### src/rtl/fpga_seq_pkg.sv
// Shared types and defaults for the FPGA reset/boot sequencer.
package fpga_seq_pkg;

  typedef enum logic [1:0] {
    WAIT_LOCK = 2'd0,
    HOLD      = 2'd1,
    RUN       = 2'd2,
    DONE      = 2'd3
  } seq_state_e;

  localparam int DEF_LOCK_STABLE     = 16;
  localparam int DEF_RST_HOLD_CYCLES = 1024;
  localparam int DEF_BLINK_BIT       = 24;

  // The SoC is out of reset only once the hold window has completed.
  function automatic logic soc_released(input seq_state_e s);
    return (s == RUN) || (s == DONE);
  endfunction

endpackage

### src/rtl/fpga_sync_2ff.sv
// Two-flop synchronizer for a single asynchronous level input.
module fpga_sync_2ff #(
  parameter logic RESET_VALUE = 1'b0
) (
  input  logic clk_i,
  input  logic rst_ni,
  input  logic d_i,
  output logic q_o
);

  logic meta_q;
  logic sync_q;

  // Metastability filter: first stage may go metastable, second resolves it.
  always_ff @(posedge clk_i or negedge rst_ni) begin
    if (!rst_ni) begin
      meta_q <= RESET_VALUE;
      sync_q <= RESET_VALUE;
    end else begin
      meta_q <= d_i;
      sync_q <= meta_q;
    end
  end

  assign q_o = sync_q;

endmodule

### src/rtl/fpga_rst_boot_seq.sv
// Board-level boot sequencer: qualifies PLL lock, holds SoC reset, latches straps,
// and captures the program exit status. FPGA_SEQ_AUTO_RESTART_EN enables restart from DONE.
module fpga_rst_boot_seq
  import fpga_seq_pkg::*;
#(
  parameter int LOCK_STABLE     = DEF_LOCK_STABLE,
  parameter int RST_HOLD_CYCLES = DEF_RST_HOLD_CYCLES,
  parameter int BLINK_BIT       = DEF_BLINK_BIT
) (
  input  logic        clk_gen,
  input  logic        rst_n,
  input  logic        pll_locked_i,
  input  logic        boot_select_sw_i,
  input  logic        exec_flash_sw_i,
  input  logic        exit_valid_i,
  input  logic [31:0] exit_value_i,
  input  logic        restart_req_i,
  output logic        soc_rst_no,
  output logic        boot_select_o,
  output logic        execute_from_flash_o,
  output logic        exit_done_o,
  output logic [31:0] exit_value_o,
  output logic        status_led_o
);

  localparam int LOCK_W = $clog2(LOCK_STABLE + 1);
  localparam int HOLD_W = $clog2(RST_HOLD_CYCLES + 1);
  localparam int FREE_W = BLINK_BIT + 1;

  logic lock_s;
  logic boot_sw_s;
  logic flash_sw_s;

  fpga_sync_2ff #(.RESET_VALUE(1'b0)) u_sync_lock (
    .clk_i(clk_gen), .rst_ni(rst_n), .d_i(pll_locked_i), .q_o(lock_s)
  );
  fpga_sync_2ff #(.RESET_VALUE(1'b0)) u_sync_boot (
    .clk_i(clk_gen), .rst_ni(rst_n), .d_i(boot_select_sw_i), .q_o(boot_sw_s)
  );
  fpga_sync_2ff #(.RESET_VALUE(1'b0)) u_sync_flash (
    .clk_i(clk_gen), .rst_ni(rst_n), .d_i(exec_flash_sw_i), .q_o(flash_sw_s)
  );

`ifndef FPGA_SEQ_AUTO_RESTART_EN
  logic unused_restart_s;
  assign unused_restart_s = restart_req_i;
`endif

  seq_state_e        state_q, state_d;
  logic [LOCK_W-1:0] lock_cnt_q, lock_cnt_d;
  logic [HOLD_W-1:0] hold_cnt_q, hold_cnt_d;
  logic [FREE_W-1:0] free_cnt_q, free_cnt_d;
  logic              soc_rst_n_q, soc_rst_n_d;
  logic              boot_q, boot_d;
  logic              flash_q, flash_d;
  logic              exit_done_q, exit_done_d;
  logic [31:0]       exit_value_q, exit_value_d;
  logic              led_q, led_d;

  // Sequencer state and every registered output.
  always_ff @(posedge clk_gen or negedge rst_n) begin
    if (!rst_n) begin
      state_q      <= WAIT_LOCK;
      lock_cnt_q   <= {LOCK_W{1'b0}};
      hold_cnt_q   <= {HOLD_W{1'b0}};
      free_cnt_q   <= {FREE_W{1'b0}};
      soc_rst_n_q  <= 1'b0;
      boot_q       <= 1'b0;
      flash_q      <= 1'b0;
      exit_done_q  <= 1'b0;
      exit_value_q <= 32'd0;
      led_q        <= 1'b0;
    end else begin
      state_q      <= state_d;
      lock_cnt_q   <= lock_cnt_d;
      hold_cnt_q   <= hold_cnt_d;
      free_cnt_q   <= free_cnt_d;
      soc_rst_n_q  <= soc_rst_n_d;
      boot_q       <= boot_d;
      flash_q      <= flash_d;
      exit_done_q  <= exit_done_d;
      exit_value_q <= exit_value_d;
      led_q        <= led_d;
    end
  end

  // Next-state logic; lock loss is applied last so it overrides exit and restart.
  always_comb begin
    state_d      = state_q;
    lock_cnt_d   = lock_cnt_q;
    hold_cnt_d   = hold_cnt_q;
    free_cnt_d   = free_cnt_q + {{(FREE_W-1){1'b0}}, 1'b1};
    boot_d       = boot_q;
    flash_d      = flash_q;
    exit_done_d  = exit_done_q;
    exit_value_d = exit_value_q;
    led_d        = 1'b0;

    case (state_q)
      WAIT_LOCK: begin
        hold_cnt_d = {HOLD_W{1'b0}};
        if (!lock_s) begin
          lock_cnt_d = {LOCK_W{1'b0}};
        end else if (lock_cnt_q == LOCK_W'(LOCK_STABLE - 1)) begin
          state_d    = HOLD;
          lock_cnt_d = {LOCK_W{1'b0}};
        end else begin
          lock_cnt_d = lock_cnt_q + {{(LOCK_W-1){1'b0}}, 1'b1};
        end
      end
      HOLD: begin
        if (hold_cnt_q == HOLD_W'(RST_HOLD_CYCLES - 1)) begin
          state_d    = RUN;
          hold_cnt_d = {HOLD_W{1'b0}};
        end else begin
          hold_cnt_d = hold_cnt_q + {{(HOLD_W-1){1'b0}}, 1'b1};
        end
      end
      RUN: begin
        if (exit_valid_i) begin
          state_d      = DONE;
          exit_done_d  = 1'b1;
          exit_value_d = exit_value_i;
        end else begin
          state_d = RUN;
        end
      end
      DONE: begin
`ifdef FPGA_SEQ_AUTO_RESTART_EN
        if (restart_req_i) begin
          state_d      = HOLD;
          hold_cnt_d   = {HOLD_W{1'b0}};
          exit_done_d  = 1'b0;
          exit_value_d = 32'd0;
        end else begin
          state_d = DONE;
        end
`else
        state_d = DONE;
`endif
      end
      default: begin
        state_d = WAIT_LOCK;
      end
    endcase

    if (!lock_s && (state_q != WAIT_LOCK)) begin
      state_d      = WAIT_LOCK;
      lock_cnt_d   = {LOCK_W{1'b0}};
      hold_cnt_d   = {HOLD_W{1'b0}};
      exit_done_d  = 1'b0;
      exit_value_d = exit_value_q;
    end else begin
      state_d = state_d;
    end

    // Straps are sampled only on the edge that enters HOLD.
    if ((state_d == HOLD) && (state_q != HOLD)) begin
      boot_d  = boot_sw_s;
      flash_d = flash_sw_s;
    end else begin
      boot_d  = boot_d;
      flash_d = flash_d;
    end

    case (state_d)
      WAIT_LOCK: led_d = 1'b0;
      HOLD:      led_d = 1'b1;
      RUN:       led_d = free_cnt_d[BLINK_BIT];
      DONE:      led_d = (exit_value_d == 32'd0) ? 1'b1 : free_cnt_d[BLINK_BIT-3];
      default:   led_d = 1'b0;
    endcase
  end

  assign soc_rst_n_d          = soc_released(state_d);
  assign soc_rst_no           = soc_rst_n_q;
  assign boot_select_o        = boot_q;
  assign execute_from_flash_o = flash_q;
  assign exit_done_o          = exit_done_q;
  assign exit_value_o         = exit_value_q;
  assign status_led_o         = led_q;

endmodule

### config.mk
export PLATFORM = sky130hd
export DESIGN_NAME = fpga_rst_boot_seq
export DESIGN_NICKNAME = d
export VERILOG_FILES = /design/src/rtl/fpga_seq_pkg.sv /design/src/rtl/fpga_sync_2ff.sv /design/src/rtl/fpga_rst_boot_seq.sv
export SDC_FILE = /design/constraint.sdc
export NUM_CORES = 1
export LEC_CHECK = 0
export ABC_AREA = 1
export BUFFER_PORTS_ARGS = -buffer_cell sky130_fd_sc_hd__buf_4
export CAP_MARGIN = 20
export CELL_PAD_IN_SITES_DETAIL_PLACEMENT = 2
export CELL_PAD_IN_SITES_GLOBAL_PLACEMENT = 2
export CORE_MARGIN = 2
export CORE_UTILIZATION = 33
export CTS_BUF_LIST = sky130_fd_sc_hd__clkbuf_8 sky130_fd_sc_hd__clkbuf_16
export DETAILED_ROUTE_END_ITERATION = 16
export PLACE_DENSITY_LB_ADDON = 0.1
export SYNTH_ARGS = -nofsm -noshare
export SYNTH_HDL_FRONTEND = slang
export SYNTH_SLANG_ARGS = --single-unit
### constraint.sdc
create_clock -name clk_gen -period 1.9 [get_ports clk_gen]
set_input_delay 0.38 -clock clk_gen [delete_from_list [all_inputs] [get_ports clk_gen]]
set_output_delay 0.38 -clock clk_gen [all_outputs]
set_load 0.05 [all_outputs]
# Yosys cells after proc, flatten, opt, wreduce, memory -nomap -nowiden
# Cells that the tools add are included.
[word_totals]
ff_bits = 86
out_inout_bits = 37
[classes]
addsub = 3
n_eq_ne = 9
n_mux = 21
n_reduce_logical = 13
[op_table]
columns = ["op", "n"]
rows = [
  ["32-bit two-way mux", 3],
  ["32-bit logical NOT", 1],
  ["25-bit by 1-bit adder with 25-bit output (second input constant)", 1],
  ["11-bit two-way mux", 2],
  ["11-bit one-hot mux with 2 select lines", 1],
  ["5-bit two-way mux", 4],
  ["11-bit by 1-bit adder with 11-bit output (second input constant)", 1],
  ["11-bit by 10-bit equality test with 1-bit output (second input constant)", 1],
  ["2-bit equality test (second input constant)", 4],
  ["2-bit two-way mux", 4],
  ["2-bit one-hot mux with 4 select lines", 1],
  ["2-bit nonzero test", 4],
  ["5-bit by 1-bit adder with 5-bit output (second input constant)", 1],
  ["5-bit by 4-bit equality test with 1-bit output (second input constant)", 1],
  ["1-bit two-way mux", 5],
  ["2-bit by 1-bit equality test with 1-bit output (second input constant)", 2],
  ["2-bit logical NOT", 2],
  ["1-bit one-hot mux with 4 select lines", 1],
  ["3-bit nonzero test", 1],
  ["1-bit logical AND", 2],
  ["2-bit by 1-bit != test with 1-bit output (second input constant)", 1],
  ["2-bit AND reduction", 1],
  ["1-bit logical NOT", 1],
  ["1-bit logical OR", 1],
]

# Longest topological paths before layout
[depth]
ltp_word = 7
mapped_depth = 14
mapped_depth_nobuf = 13

# Hierarchy
# From an unflattened synthesis, not the netlist that was laid out.
[unflattened]
hier_cells = 492
hier_area_um2 = 4130.2
[modules_own_cells]
columns = ["mod", "instances", "cells_per_inst", "area_per_inst_um2", "seq_area_each_um2"]
rows = [
  ["fpga_rst_boot_seq", 1, 486, 3980.1, 2001.9],
  ["fpga_sync_2ff", 3, 2, 50.0, 50.0],
]

# Worst setup path after synthesis
# OpenSTA, ideal clock, no wires.
[synth_timing]
path_kind = "register to register"
from = "register hold_cnt_q[0]"
to = "register led_q (netlist: status_led_o)"
setup_ns = 0.113
t_arrival_ns = 1.474
t_required_ns = 1.787
path_slack_ns = 0.313
path_stages_with_launch = 11
synth_period_minus_slack_ns = 1.587
cell_sequence = "dfrtp_1 ha_1 nand3_1 nor2_2 nand2_2 nor2_4 nand3_1 o21ai_0 nand2_1 nand2_1 inv_1"
[synth_between]
elab_chain_cells = 6
elab_cells_between_ends = 9
classes_between = "eq/ne: 4; mux: 4; reduce/logical: 1"
[synth_lines]
columns = ["item", "line_no", "source"]
rows = [
  ["start, declared", "fpga_rst_boot_seq.sv:51", "logic [HOLD_W-1:0] hold_cnt_q, hold_cnt_d;"],
  ["start signal, assigned", "fpga_rst_boot_seq.sv:65", "hold_cnt_q <= {HOLD_W{1'b0}};"],
  ["start signal, assigned", "fpga_rst_boot_seq.sv:76", "hold_cnt_q <= hold_cnt_d;"],
  ["11-bit by 10-bit equality test with 1-bit output (*)", "fpga_rst_boot_seq.sv:112", "if (hold_cnt_q == HOLD_W'(RST_HOLD_CYCLES - 1)) begin"],
  ["2-bit two-way mux (*)", "fpga_rst_boot_seq.sv:112", ""],
  ["2-bit one-hot mux with 4 select lines (*)", "fpga_rst_boot_seq.sv:99", "case (state_q)"],
  ["2-bit two-way mux (*)", "fpga_rst_boot_seq.sv:147", "if (!lock_s && (state_q != WAIT_LOCK)) begin"],
  ["2-bit equality test (tied with other cells)", "fpga_rst_boot_seq.sv:166", "case (state_d)"],
  ["1-bit one-hot mux with 4 select lines (*)", "fpga_rst_boot_seq.sv:166", ""],
  ["net led_d", "fpga_rst_boot_seq.sv:58", "logic led_q, led_d;"],
  ["end signal, assigned", "fpga_rst_boot_seq.sv:83", "led_q <= led_d;"],
  ["end, declared", "fpga_rst_boot_seq.sv:58", ""],
]
# Mark *: on every way through the listed nets, which the timed path passes. The rest lies on a longest branch.
# A chain may end at the register's enable or synchronous reset.

# Final worst setup path
# Same ends and word-level chain as after synthesis.

==> run_results.csv <==
group,metric,value,unit
run_status,status,"finished clean",
power_and_ir_drop,p_int,3.15,mW
detailed_routing,dr.pass1.iters,4,
yosys,yosysWarnings,0,
place,gp_congestion,0.762,
detailed_routing,route.vias.total,3518,
power_and_ir_drop,leakage,2.82,nW
clocking,clockRootBuffer,"clkbuf_16",
floorplan,die_area,13500,µm²
power_and_ir_drop,switching_power,0.870,mW
clocking,clock_latency,0.34,ns
critical_path,slowest_stage,"dfrtp_1",
clocking,cts_max_level,3,
floorplan,chipWidth,116,µm
sta,skew,0.00921,ns
power_and_ir_drop,comb_power_share,5.5,%
final_layout,n_antenna_cell,0,
critical_path,reg2reg_slack,0.09,ns
critical_path,path_cells,"ha_2 -> nand3_1 -> nor2_2 -> nand2_2 -> nor2_4 -> nand3_2 -> nand2_1 -> nand2_2 -> nor2_1 -> nand3_1 -> nand2_1 -> inv_1",
yosys,yosysTopAreaCell,"dfrtp_1",
detailed_routing,drt-total-wl,12.2,mm
yosys,synth_nets,533,
run,cap_violations,0,
yosys,syn_area_per_cell,8.44,µm²
yosys,ys_ff_latch,86,
critical_path,critPathCaptureType,"flip-flop",
yosys,synth_flop_cell,"dfrtp_1",
critical_path,worstReg2RegStart,"hold_cnt_q[0]",
critical_path,reg2reg_depth,12,
sta,maxSlewViolCount,0,
power_and_ir_drop,cellPowerDensity,732,nW/µm²
sta,tns,0,ns
detailed_routing,dr.first_iter.drc_count,53,
critical_path,crit_type,"reg -> reg",
critical_path,start_kind,"flip-flop",
yosys,synth_top_area_share,51.9,%
detailed_routing,drc,0,
power_and_ir_drop,p_total,4.02,mW
clocking,clk_pin_slew_worst_paths,0.07,ns
clocking,cts_buffers,9,
power_and_ir_drop,p_sw_share,21.7,%
worst_hold_path,min_path_type,"in -> async",
sta,period_needed,1.81,ns
sta,fmax,553,MHz
final_layout,syn2layout_area_growth,32.5,%
power_and_ir_drop,pwr-share-clk,47.5,%
final_layout,post_route_cells_drive_above_1_share,23.1,%
floorplan,fp-row-count,40,
floorplan,coreArea,12100,µm²
critical_path,critical_path_arrival,2.04,ns
floorplan,ioPinCount,76,
critical_path,rr_endpoint,"status_led_o",
critical_path,cp-startpoint,"hold_cnt_q[0]",
global_routing,grt_overflow_total,0,
yosys,synth.cell_area,4140,µm²
yosys,seq_area_frac_synth,51.9,%
yosys,async_flop_share,100,%
critical_path,crit_path_max_incr_delay,0.37,ns
final_layout,nets,639,
place,io_buffers,74,
clocking,clockBufferDepth,2,
yosys,synthTopCellsByArea,"dfrtp_1 (52%), nand2_1 (12%), inv_1 (9.2%)",
floorplan,die_y,116,µm
power_and_ir_drop,peakVddDrop,431,µV
critical_path,crit_path_max_fanout,4,
detailed_routing,vias_per_cell,4.57,
global_routing,grt_use_total,18.8,%
clocking,tritoncts,"built",
place,hpwl,8.52,mm
sta,rsz0062_at_grt,"yes",
yosys,synth_most_common_cell,"nand2_1",
yosys,yosys-top-cells-count,"nand2_1 (135), inv_1 (102), dfrtp_1 (86)",
final_layout,stdcell_count,770,
sta,worst_pin_slew,0.505,ns
yosys,synthDistinctLibCells,27,
global_routing,grt_antenna_before_repair,0,
sta,finalCritPeriodShare,95.1,%
place,place_inst,747,
sta,setup_viol_count_final,0,
sta,hold_violations,0,
critical_path,cp.required,2.13,ns
yosys,synth_cells,491,
global_routing,grt_max_degree,87,
sta,relSlewSlack,66.3,%
yosys,synth_edf_count,0,
power_and_ir_drop,p_seq_share,47.0,%
global_routing,grt_first_pass_wirelength,19.4,mm
global_routing,grt_pass1_vias,3840,
detailed_routing,wire_per_inst,15.8,µm
clocking,tritoncts_num_sinks,86,
detailed_routing,detail-route-antenna-nets,0,
floorplan,initial_core_util,34.2,%
[per-layer routing]
layer,vias up,track usage (%),share of wire (%)
met5,-,0,0
met4,0,6.67,1.2
met3,11,2.98,3.1
met2,59,33.0,51
met1,1752,23.7,44
li1,1696,-,-
[power groups by stage]
stage               registers (mW)  clock network [mW]  logic [mW]
floorplan                     1.92                   0      0.0750
global placement              1.92                   0       0.203
detailed placement            1.92                   0       0.211
CTS                           1.89                1.97       0.213
global route                  1.89                2.04       0.245
finish                        1.89                1.91       0.219
[per-stage QoR]
| stage | hold slack, ns | cell area [µm²] | worst slack [ns] | util [%] |
|---|---|---|---|---|
| 2_1_floorplan | 0.0844 | 4140 | 0.313 | - |
| 3_3_place_gp | 0.335 | 5060 | 0.00609 | 41.7 |
| 3_5_place_dp | 0.336 | 5060 | -0.0523 | 41.7 |
| 4_1_cts | 0.0956 | 5380 | 0.00621 | 44.4 |
| 5_1_grt | 0.110 | 5490 | -0.0445 | 45.3 |
| 6_report | 0.0545 | 5490 | 0.0929 | 45.3 |
[cells in the final DEF (no fill, tap or decap), drive strengths merged]
master,Yosys,routed
nand2,139,139
inv,103,106
buf,9,103
dfrtp,86,86
nor2,39,39
nand3b,28,28
xor2,19,19
nand3,14,14
o21ai,13,13
clkbuf,0,11
nor3,10,10
xnor2,7,7
a21oi,7,7
nand4,6,6
o22ai,5,5
ha,3,3
bufinv,0,2
and3,1,1
nor3b,1,1
nor4,1,1
clkinvlp,0,1
[layout make-up]
class | instances | area (µm²)
well taps | 168 | 210
multi-input cells | 293 | 1550
inverters | 103 | 392
fillers | 1395 | 6620
flip-flops and latches | 86 | 2150
repair buffers | 104 | 865
clock buffers | 10 | 239
clock inverters | 6 | 78.8
[critical path, delay by kind of cell (launching register included)]
kind                     cells  cell delay, ns
adder cells (fa/ha/maj)      1            0.20
AND/OR/NAND/NOR             10            1.10
buffers and inverters        1            0.04
flip-flops                   1            0.37
[state kept, by name, summed over array words and instances (netlist names)]
| register | count |
|---|---|
| status_led_o | 1 |
| state_q | 2 |
| soc_rst_no | 1 |
| hold_cnt_q | 11 |
| u_sync_boot.meta_q | 1 |
| u_sync_flash.meta_q | 1 |
| free_cnt_q | 25 |
| u_sync_flash.q_o | 1 |
| exit_value_o | 32 |
| u_sync_lock.q_o | 1 |
| u_sync_lock.meta_q | 1 |
| boot_select_o | 1 |
| lock_cnt_q | 5 |
| exit_done_o | 1 |
| execute_from_flash_o | 1 |
| u_sync_boot.q_o | 1 |
[worst max-delay path by stage]
stage                               to
after floorplan           status_led_o
after global placement    status_led_o
after detailed placement  status_led_o
after CTS                 status_led_o
after global routing      status_led_o
final                     status_led_o
[timing repair]
item,CTS,global route
hold buffers,0,0
setup endpoints to repair,1,7
resized for setup,2,9
gates cloned,0,1
setup buffers,1,5
pin swaps,1,2
[logic make-up (layout without fill, tap and decap cells)]
| family | after synthesis | after routing | share of synthesized area [%] |
|---|---|---|---|
| buf+inv | 112 | 223 | 11.3 |
| simple gates | 239 | 239 | 26.9 |
| fa+ha+maj | 3 | 3 | 0.906 |
| compound gates | 25 | 25 | 3.53 |
| flops | 86 | 86 | 51.9 |
| xor+xnor | 26 | 26 | 5.50 |
Note: power is estimated with default switching activity, not from simulation.
